`config.mk`:
```
export PLATFORM = sky130hd
export DESIGN_NAME = regfile_write_arbiter_flat
export DESIGN_NICKNAME = d
export VERILOG_FILES = /design/src/rtl/regfile_write_arbiter_if.sv /design/src/rtl/regfile_write_arbiter.sv /design/src/flat_wrapper.sv
export SDC_FILE = /design/constraint.sdc
export NUM_CORES = 1
export LEC_CHECK = 0
export ABC_CLOCK_PERIOD_IN_PS = 1200
export BUFFER_PORTS_ARGS = -buffer_cell sky130_fd_sc_hd__buf_4
export CAP_MARGIN = 20
export CELL_PAD_IN_SITES_DETAIL_PLACEMENT = 0
export CELL_PAD_IN_SITES_GLOBAL_PLACEMENT = 1
export CORE_MARGIN = 3
export CORE_UTILIZATION = 35
export DETAILED_ROUTE_END_ITERATION = 12
export HOLD_SLACK_MARGIN = 0.02
export PLACE_DENSITY_LB_ADDON = 0.1
export SETUP_SLACK_MARGIN = 0.02
export SLEW_MARGIN = 20
export SYNTH_ARGS = -nofsm -noshare
export SYNTH_HDL_FRONTEND = slang
export SYNTH_SLANG_ARGS = --single-unit
export TNS_END_PERCENT = 30
```
`constraint.sdc`:
```
create_clock -name clk -period 1.2 [get_ports clk]
set_clock_uncertainty 0.05 [all_clocks]
set_input_delay 0.18 -clock clk [delete_from_list [all_inputs] [get_ports clk]]
set_output_delay 0.18 -clock clk [all_outputs]
set_load 0.005 [all_outputs]
```
`src/rtl/regfile_write_arbiter_if.sv`:
```
// Write-request handshake bundle for regfile_write_arbiter: pipeline write-back (wb_*)
// and loader/debug (ld_*) requesters.
interface regfile_write_arbiter_if;
    logic        wb_valid;
    logic [3:0]  wb_dest;
    logic [31:0] wb_data;
    logic        wb_ready;

    logic        ld_valid;
    logic [3:0]  ld_dest;
    logic [31:0] ld_data;
    logic        ld_ready;

    modport master (
        output wb_valid, wb_dest, wb_data,
        input  wb_ready,
        output ld_valid, ld_dest, ld_data,
        input  ld_ready
    );

    modport slave (
        input  wb_valid, wb_dest, wb_data,
        output wb_ready,
        input  ld_valid, ld_dest, ld_data,
        output ld_ready
    );
endinterface

```
`src/rtl/regfile_write_arbiter.sv`:
```
// Two-requester register-file write arbiter with 1-entry holding buffers and a registered write port.
// Optional round-robin contention policy: define WB_ARB_ROUND_ROBIN_EN (default: wb fixed priority).
module regfile_write_arbiter (
    input  logic                          clk,
    input  logic                          rst,
    regfile_write_arbiter_if.slave        bus,
    input  logic                          freeze,
    output logic                          writeBackEn,
    output logic [3:0]                    dest,
    output logic [31:0]                   result_wb,
    output logic [15:0]                   busy_mask
);

    typedef struct packed {
        logic        valid;
        logic [3:0]  dest;
        logic [31:0] data;
    } entry_t;

    entry_t wb_buf;
    entry_t ld_buf;
    logic   grant_wb;
    logic   grant_ld;
    logic   wb_prio;
    logic   wb_accept;
    logic   ld_accept;

`ifdef WB_ARB_ROUND_ROBIN_EN
    typedef enum logic {
        PTR_WB,
        PTR_LD
    } ptr_t;

    ptr_t ptr;
    ptr_t ptr_next;

    always_ff @(posedge clk) begin
        if (!rst) begin
            ptr <= PTR_WB;
        end else begin
            ptr <= ptr_next;
        end
    end

    // Pointer names the requester favoured on the next contention; moves only on a grant.
    always_comb begin
        ptr_next = ptr;
        if (grant_wb) begin
            ptr_next = PTR_LD;
        end else if (grant_ld) begin
            ptr_next = PTR_WB;
        end
    end

    assign wb_prio = (ptr == PTR_WB);
`else
    assign wb_prio = 1'b1;
`endif

    // Grant depends only on buffer occupancy, freeze and the priority selector.
    always_comb begin
        grant_wb = 1'b0;
        grant_ld = 1'b0;
        if (!freeze) begin
            if (wb_buf.valid && (!ld_buf.valid || wb_prio)) begin
                grant_wb = 1'b1;
            end else if (ld_buf.valid) begin
                grant_ld = 1'b1;
            end
        end
    end

    assign bus.wb_ready = rst && (!wb_buf.valid || grant_wb);
    assign bus.ld_ready = rst && (!ld_buf.valid || grant_ld);

    assign wb_accept = bus.wb_valid && bus.wb_ready;
    assign ld_accept = bus.ld_valid && bus.ld_ready;

    // A refill at the granting edge overwrites the departing entry, so a lone stream has no bubble.
    always_ff @(posedge clk) begin
        if (!rst) begin
            wb_buf <= '0;
        end else if (wb_accept) begin
            wb_buf <= '{valid: 1'b1, dest: bus.wb_dest, data: bus.wb_data};
        end else if (grant_wb) begin
            wb_buf.valid <= 1'b0;
        end
    end

    always_ff @(posedge clk) begin
        if (!rst) begin
            ld_buf <= '0;
        end else if (ld_accept) begin
            ld_buf <= '{valid: 1'b1, dest: bus.ld_dest, data: bus.ld_data};
        end else if (grant_ld) begin
            ld_buf.valid <= 1'b0;
        end
    end

    always_ff @(posedge clk) begin
        if (!rst) begin
            writeBackEn <= 1'b0;
            dest        <= '0;
            result_wb   <= '0;
        end else if (grant_wb) begin
            writeBackEn <= 1'b1;
            dest        <= wb_buf.dest;
            result_wb   <= wb_buf.data;
        end else if (grant_ld) begin
            writeBackEn <= 1'b1;
            dest        <= ld_buf.dest;
            result_wb   <= ld_buf.data;
        end else begin
            writeBackEn <= 1'b0;
        end
    end

    // A register stays busy until its write is visible on the output register.
    always_comb begin
        busy_mask = '0;
        if (wb_buf.valid) begin
            busy_mask[wb_buf.dest] = 1'b1;
        end
        if (ld_buf.valid) begin
            busy_mask[ld_buf.dest] = 1'b1;
        end
        if (writeBackEn) begin
            busy_mask[dest] = 1'b1;
        end
    end

    a_grant_onehot: assert property (@(posedge clk) disable iff (!rst) !(grant_wb && grant_ld));
    a_no_grant_frozen: assert property (@(posedge clk) disable iff (!rst) freeze |-> !(grant_wb || grant_ld));

endmodule
```
`src/flat_wrapper.sv`:
```
// flat-port wrapper written by rule: the top's interface ports become plain ports
module regfile_write_arbiter_flat 
  (clk, rst, freeze, writeBackEn, dest, result_wb, busy_mask, bus_wb_valid, bus_wb_dest, bus_wb_data, bus_wb_ready, bus_ld_valid, bus_ld_dest, bus_ld_data, bus_ld_ready);
  regfile_write_arbiter_if bus_i ();
  input  logic clk;
  input  logic rst;
  input  logic freeze;
  output logic writeBackEn;
  output logic [3:0] dest;
  output logic [31:0] result_wb;
  output logic [15:0] busy_mask;
  input wire logic [$bits(bus_i.wb_valid)-1:0] bus_wb_valid;
  input wire logic [$bits(bus_i.wb_dest)-1:0] bus_wb_dest;
  input wire logic [$bits(bus_i.wb_data)-1:0] bus_wb_data;
  output wire logic [$bits(bus_i.wb_ready)-1:0] bus_wb_ready;
  input wire logic [$bits(bus_i.ld_valid)-1:0] bus_ld_valid;
  input wire logic [$bits(bus_i.ld_dest)-1:0] bus_ld_dest;
  input wire logic [$bits(bus_i.ld_data)-1:0] bus_ld_data;
  output wire logic [$bits(bus_i.ld_ready)-1:0] bus_ld_ready;
  assign bus_i.wb_valid = bus_wb_valid;
  assign bus_i.wb_dest = bus_wb_dest;
  assign bus_i.wb_data = bus_wb_data;
  assign bus_wb_ready = bus_i.wb_ready;
  assign bus_i.ld_valid = bus_ld_valid;
  assign bus_i.ld_dest = bus_ld_dest;
  assign bus_i.ld_data = bus_ld_data;
  assign bus_ld_ready = bus_i.ld_ready;
  regfile_write_arbiter u_core (.clk(clk), .rst(rst), .bus(bus_i), .freeze(freeze), .writeBackEn(writeBackEn), .dest(dest), .result_wb(result_wb), .busy_mask(busy_mask));
endmodule
```
; ---- Yosys cells after proc, flatten, opt, wreduce, memory -nomap -nowiden
; Cells that the tools add are included.
[totals]
reg_bits = 111
in_bits = 77
out_inout_bits = 55
elab_cells = 55
[op_classes]
order_cmp = 6
muxes = 24
bitwise_logic = 2
n_reduce_logical = 14
[ops]
columns = cell, n
row1 = $mux 32, 2
row2 = $mux 16, 3
row3 = $or 16x16->16, 2
row4 = $lt 4x5->1 const B, 3
row5 = $mux 1, 14
row6 = $demux 1 s4, 3
row7 = $ge 4x1->1 const B, 3
row8 = $mux 4, 2
row9 = $logic_and 1x1->1, 7
row10 = $reduce_bool 2->1, 3
row11 = $logic_not 1->1, 2
row12 = $logic_or 1x1->1, 2

; ---- Depth between registers and ports, before layout
; Gate-level depths: netlist of the first run.
[depth]
ltp_word = 9
mapped_depth = 6
depth_no_buf = 3

; ---- Worst setup path after synthesis of the first run
; Ideal clock, no wire load.
[synth_path]
kind = flip-flop to output port
from = register u_core.ld_buf[36] in the netlist's numbering
to = output port busy_mask[8]
arrival_time_ps = 1090
required_time_ps = 970
slack_ps = -120
path_stages_with_launch = 5
n_path_buf = 1
cell_sequence = dfxtp_1 buf_4 nor3b_1 a22oi_1 nand2_1
[synth_between]
elab_chain_cells = 3
[synth_lines]
columns = element, line_no
row1 = start: declaration, regfile_write_arbiter.sv:21  ; entry_t ld_buf;
row2 = start signal: assignment, regfile_write_arbiter.sv:94  ; ld_buf <= '{valid: 1'b1, dest: bus.ld_dest, data: bus.ld_data};
row3 = $mux 16 (*), regfile_write_arbiter.sv:124  ; if (ld_buf.valid) begin
row4 = $or 16x16->16 (no line), n/a
row5 = $mux 16 (*), regfile_write_arbiter.sv:127  ; if (writeBackEn) begin
row6 = end: declaration, flat_wrapper.sv:11  ; output logic [15:0] busy_mask;
; Every way passes the cells marked *; elsewhere a longest branch is shown, timed or not.

; ---- Worst setup path after layout of the first run
[layout_path]
from = register u_core.wb_buf[36] in the netlist's numbering
to = output port bus_wb_ready
[layout_between]
elab_chain_cells = 4
elab_cells_between_ends = 5
cone_classes = 2 x mux / 3 x reduce/logical
[layout_lines]
columns = element, line_no
row1 = start: declaration, regfile_write_arbiter.sv:20  ; entry_t wb_buf;
row2 = start signal: assignment, regfile_write_arbiter.sv:84  ; wb_buf <= '{valid: 1'b1, dest: bus.wb_dest, data: bus.wb_data};
row3 = $mux 1, regfile_write_arbiter.sv:65  ; if (wb_buf.valid && (!ld_buf.valid || wb_prio)) begin
row4 = $mux 1, regfile_write_arbiter.sv:64  ; if (!freeze) begin
row5 = $logic_or 1x1->1 (*), regfile_write_arbiter.sv:73  ; assign bus.wb_ready = rst && (!wb_buf.valid || grant_wb);
row6 = $logic_and 1x1->1 (*), regfile_write_arbiter.sv:73
row7 = end: declaration, flat_wrapper.sv:15  ; output wire logic [$bits(bus_i.wb_ready)-1:0] bus_wb_ready;
; Marked as above.

==> flow_summary.toml, run 1 <==
[status]
status = "complete, but fails checks"
violations = "negative setup slack"

[worst_hold_path]
min_path_type = "input pin to register"
worstHoldPathCells = 3
holdPathEnd = "u_core.ld_buf[10]"
worstHoldStart = "bus_ld_data[10]"

[clock_tree]
clk_pin_slew_ns = 0.07
numCtsBuffers = 9
clockBufferDepth = 2
htreeDepth = 3
cts_sinks = 111
clock-root-buffer = "clkbuf_16"
clock_latency_ns = 0.35
tritoncts = "done"

[yosys]
yosysWarnings = 0
synth_common_cells = "dfxtp_1, nand2_1, and3_1"
synth_cell_types = 37
seq_area_frac_synth_pct = 46.4
synthDominantCellAreaShare_pct = 46.4
async_flop_share_pct = 0
synth_area_um2 = 4790
syn-num-nets = 613
synth-edff-count = 0
avgSynthCellArea_um2 = 8.93
ys_ff_latch = 111
synth.largest_area_cell = "dfxtp_1"
synth_flop_cell = "dfxtp_1"
synthTopCellsByArea = "dfxtp_1, mux2i_1, a31o_1"
post-synth-top-count-cell = "dfxtp_1"
synthCells = 536

[setup_path]
r2r_cells = 8
crit_chain = "buf_4 > buf_6 > buf_6 > a21boi_4 > buf_8 > buf_6"
r2r_start = "u_core.wb_buf[36]"
slowest_stage = "dfxtp_2"
max_stage_delay_ns = 0.33
r2r-end = "u_core.ld_buf[15]"
worst_setup_path_end_kind = "primary output"
path_depth = 6
path_common_cell = "buf_6"
cp_num_buf_inv = 5
crit_type = "register to primary output"
crit_required_ns = 0.97
crit_family = "buffers and inverters"
r2r_slack_ns = -0.44
worstPathMaxFanout = 3
crit_arrival_ns = 1.44
critPathLaunchType = "register"

[global_route]
grt_max_degree = 76
grt_first_pass_wirelength_um = 23400
grt_pass1_vias = 4521
gr-total-overflow = 0
antenna_found_initial = 0
grt_usage_pct = 19.9

[placed_design]
dpl_cell_area_um2 = 6160
place_ws_ns = -0.233
dpl.hpwl_um = 9820
gp_congestion = 0.823
dp_cells = 842
io_buffer_count = 131

[detailed_routing]
ant_nets = 0
wl_met2_um = 7290
maxUsedRoutingLayer = "met4"
drt-total-wl_um = 15100
wl_per_cell_um = 17.1
wl_met1_um = 6890
via_count = 4559
via_per_inst = 5.16
first_pass_iters = 4
wl_met3_um = 667
first_iter_violations = 313
post-route-drc-count = 0

[sta]
fin_crit_ns = 1.67
fin_crit_sh_pct = 140
rsz0062_at_grt = "true"
worstMarginPinSlew_ns = 0.404
max_slew_margin_pct = 73.1
setup_ws_ns = -0.474
final_hold_viol_count = 0
setup_viol = 128
timing.fmax_mhz = 597
slew_violations = 0

[die]
ios = 132
start_util_pct = 36.0
dieArea_um2 = 15100
die_h_um = 123
fp-row-count = 42
die_x_um = 123
fp.coreArea_um2 = 13300

[cells_and_area]
area_delta_synth_final_pct = 55.1
finalNetCount = 781
antenna_cells = 0
drive_gt1_share_pct = 44.6
final-instance-count-excl-fill = 884
design_area_um2 = 7420
fillers = 1214

[pwr]
p_leak_nw = 3.41
ir_worst_vdd_uv = 865
power.density_nw_per_um2 = 1250

[flow_run]
drv_cap = 0
## where the power goes
| group | switching (mW) | leakage (nW) | internal [mW] |
|---|---|---|---|
| registers | 0.225 | 0.923 | 3.97 |
| clock network | 1.36 | 0.160 | 1.88 |
| logic | 0.796 | 2.33 | 1.01 |
## tightest hold or removal path, stage by stage
cell,delay (ns)
buf_4,0.11
inv_1,0.04
mux2i_1,0.05
## area by class of cell
class                      count  area [um2]  area share (%)
clock buffer                  10         239            3.22
clock inverter                 5        81.3            1.10
inverter                      39         148            1.99
multi-input combinational    343        2660            35.8
sequential                   111        2260            30.4
tap                          176         220            2.97
timing repair buffer         200        1820            24.5
## cells in the final DEF (no fill, tap or decap), drive strengths merged, types with 28 or more instances in the layout
cell / instances
o22ai: 28
a21oi: 35
nand2: 67
a31o: 36
inv: 38
o21ai: 36
buf: 191
dfxtp: 111
mux2i: 37
and3: 40
## state kept, by name, summed over array words and instances, names as in the netlist
name / cells
u_core.dest: 4
u_core.wb_buf: 37
u_core.result_wb: 32
u_core.ld_buf: 37
u_core.writeBackEn: 1
## metrics by stage
step	utilization, %	setup TNS (ns)	hold WS, ns	total power [mW]
2_1_floorplan	-	-6.16	0.266	4.94
3_3_place_gp	46.3	-17.77	0.379	5.65
3_5_place_dp	46.3	-21.12	0.390	5.67
4_1_cts	53.2	-33.19	0.0202	9.18
5_1_grt	55.8	-49.53	0.0293	9.65
6_report	55.8	-41.34	0.0262	9.25
## how the worst max path moves through the flow
stage	startpoint	to	slack, ns
after floorplan	u_core.wb_buf[36]	u_core.ld_buf[10]	-0.08
after global placement	u_core.ld_buf[36]	u_core.result_wb[23]	-0.21
after detailed placement	u_core.wb_buf[36]	u_core.ld_buf[19]	-0.23
after CTS	u_core.wb_buf[36]	busy_mask[11]	-0.45
after global routing	u_core.wb_buf[36]	busy_mask[11]	-0.56
final	u_core.wb_buf[36]	bus_wb_ready	-0.47
## per-layer routing
layer / vias to the layer above / GRT usage (%)
met2: 119 / 32.1
met4: 0 / 7.07
met5: - / 0
met1: 2174 / 27.1
met3: 18 / 2.88
li1: 2248 / -
## cells by family after synthesis
group	synth area share, %
AOI/OAI and AO/OA	22.4
buffers and inverters	8.44
DFF	46.4
muxes	7.74
and+or+nand+nor	15.0
## timing repair
| item | in CTS | in global routing |
|---|---|---|
| hold buffers | 8 | 0 |
| gates cloned | 5 | 1 |
| buffers inserted | 8 | 7 |
| endpoints found under the hold margin | 8 | 0 |
| pin swaps | 29 | 34 |
| gates resized for setup | 121 | 66 |
| endpoints found under the setup margin | 131 | 132 |
No activity file was read; power rests on OpenSTA's default activity.
==> run 2: changes to the inputs <==
PLACE_DENSITY = 0.78   (was not set)
PLACE_DENSITY_LB_ADDON = not set   (was 0.1)
==> flow_summary.toml, run 2 (synthesized netlist as in run 1, its figures left out) <==
[cells_and_area]
area_delta_synth_final_pct = 56.8
final_cell_mix = "buf_4, dfxtp_1, nand2_1"
final_common_cell = "buf_4"
finalNetCount = 790
fillers = 1181
reg_top3 = "u_core.ld_buf: 37 flops, u_core.wb_buf: 37 flops, u_core.result_wb: 32 flops"
drive_gt1_share_pct = 44.7
antenna_cells = 0

[pwr]
ir_worst_vdd_uv = 785
p_leak_nw = 3.47
power.density_nw_per_um2 = 1190
p_total_mw = 8.95

[die]
die_h_um = 123
die_x_um = 123
dieArea_um2 = 15100
start_util_pct = 36.0
fp.coreArea_um2 = 13300
fp-row-count = 42
ios = 132

[detailed_routing]
via_count = 4655
post-route-drc-count = 0
first_pass_iters = 4
ant_nets = 0
first_iter_violations = 266
drt-total-wl_um = 16000
via_per_inst = 5.21
wl_per_cell_um = 17.9

[setup_path]
crit_arrival_ns = 1.45
worst_setup_path_end_kind = "primary output"
startpoint = "u_core.dest[1]"
r2r_slack_ns = -0.38
crit_type = "register to primary output"
worstPathMaxFanout = 4
r2r_cells = 8
r2r_start = "u_core.wb_buf[36]"
crit_required_ns = 0.97
critPathLaunchType = "register"
r2r-end = "u_core.wb_buf[8]"
crit_end = "busy_mask[6]"

[sta]
timing.fmax_mhz = 596
rsz0062_at_grt = "true"
fin_crit_ns = 1.68
finalSetupTns_ns = -37.64
final_hold_viol_count = 0
slew_violations = 0
setup_ws_ns = -0.479
setup_viol = 129
worstMarginPinSlew_ns = 0.554
max_slew_margin_pct = 63.1
fin_crit_sh_pct = 140

[placed_design]
place_ws_ns = -0.271
gp_congestion = 0.873
dpl.hpwl_um = 10400
io_buffer_count = 131

[global_route]
grt_pass1_vias = 4722
gr-total-overflow = 0
grt_first_pass_wirelength_um = 24900
grt_usage_pct = 20.8
grt_max_degree = 42
antenna_found_initial = 0

[clock_tree]
clk_pin_slew_ns = 0.08
clockBufferDepth = 2
clock-root-buffer = "clkbuf_16"
tritoncts = "done"
clock_latency_ns = 0.35
htreeDepth = 3
cts_sinks = 111
numCtsBuffers = 9

[status]
status = "complete, but fails checks"
violations = "negative setup slack"

[worst_hold_path]
min_path_type = "input pin to register"

[flow_run]
drv_cap = 0
run 2: cell type report:
cell class	instances	area (um2)	area share [%]
tap	176	220	2.93
inverter	39	151	2.02
sequential	111	2250	30.0
timing repair buffer	209	1980	26.4
clock inverter	7	55.1	0.733
clock buffer	9	225	3.00
multi-input combinational	343	2620	34.9
run 2: metrics by stage:
stage / hold slack, ns / instance area (um2) / utilization (%) / instances
2_1_floorplan: 0.266 / 4820 / - / 536
4_1_cts: 0.0246 / 7180 / 54.0 / 881
3_3_place_gp: 0.381 / 6220 / 46.8 / 848
3_5_place_dp: 0.392 / 6220 / 46.8 / 848
5_1_grt: 0.0353 / 7510 / 56.5 / 894
6_report: 0.0253 / 7510 / 56.5 / 894
run 2: what timing repair did:
action | CTS | global route
hold endpoints to repair | 1 | 0
gates cloned | 8 | 3
resized for setup | 140 | 51
hold buffers | 1 | 0
setup buffers | 8 | 11
pin swaps | 45 | 19
setup endpoints to repair | 131 | 131
run 2: routing by layer:
layer	part of all wire (%)	track usage, %
met1	44	28.3
met2	49	34.3
met3	6.3	3.52
met4	0.80	5.25
met5	0	0
run 2: worst min path at each step:
| stage | startpoint | to | slack [ns] | cells past startpoint |
|---|---|---|---|---|
| after floorplan | bus_ld_data[0] | u_core.ld_buf[0] | 0.27 | 2 |
| after global placement | bus_ld_data[4] | u_core.ld_buf[4] | 0.38 | 3 |
| after detailed placement | bus_ld_data[26] | u_core.ld_buf[26] | 0.39 | 3 |
| after CTS | bus_ld_data[23] | u_core.ld_buf[23] | 0.02 | 3 |
| after global routing | bus_ld_data[7] | u_core.ld_buf[7] | 0.04 | 3 |
| final | bus_ld_data[26] | u_core.ld_buf[26] | 0.03 | 3 |
run 2: power by group:
group / total [mW] / switching [mW] / internal (mW) / leakage, nW
combinational: 1.92 / 0.850 / 1.07 / 2.41
clock: 2.86 / 1.42 / 1.44 / 0.138
sequential: 4.17 / 0.198 / 3.97 / 0.922
run 2: critical path, cell delays in order, from the launching register on:
cell,delay [ns]
dfxtp_4,0.36
buf_6,0.11
and3b_2,0.24
a22oi_2,0.18
nand2_1,0.09
buf_6,0.12
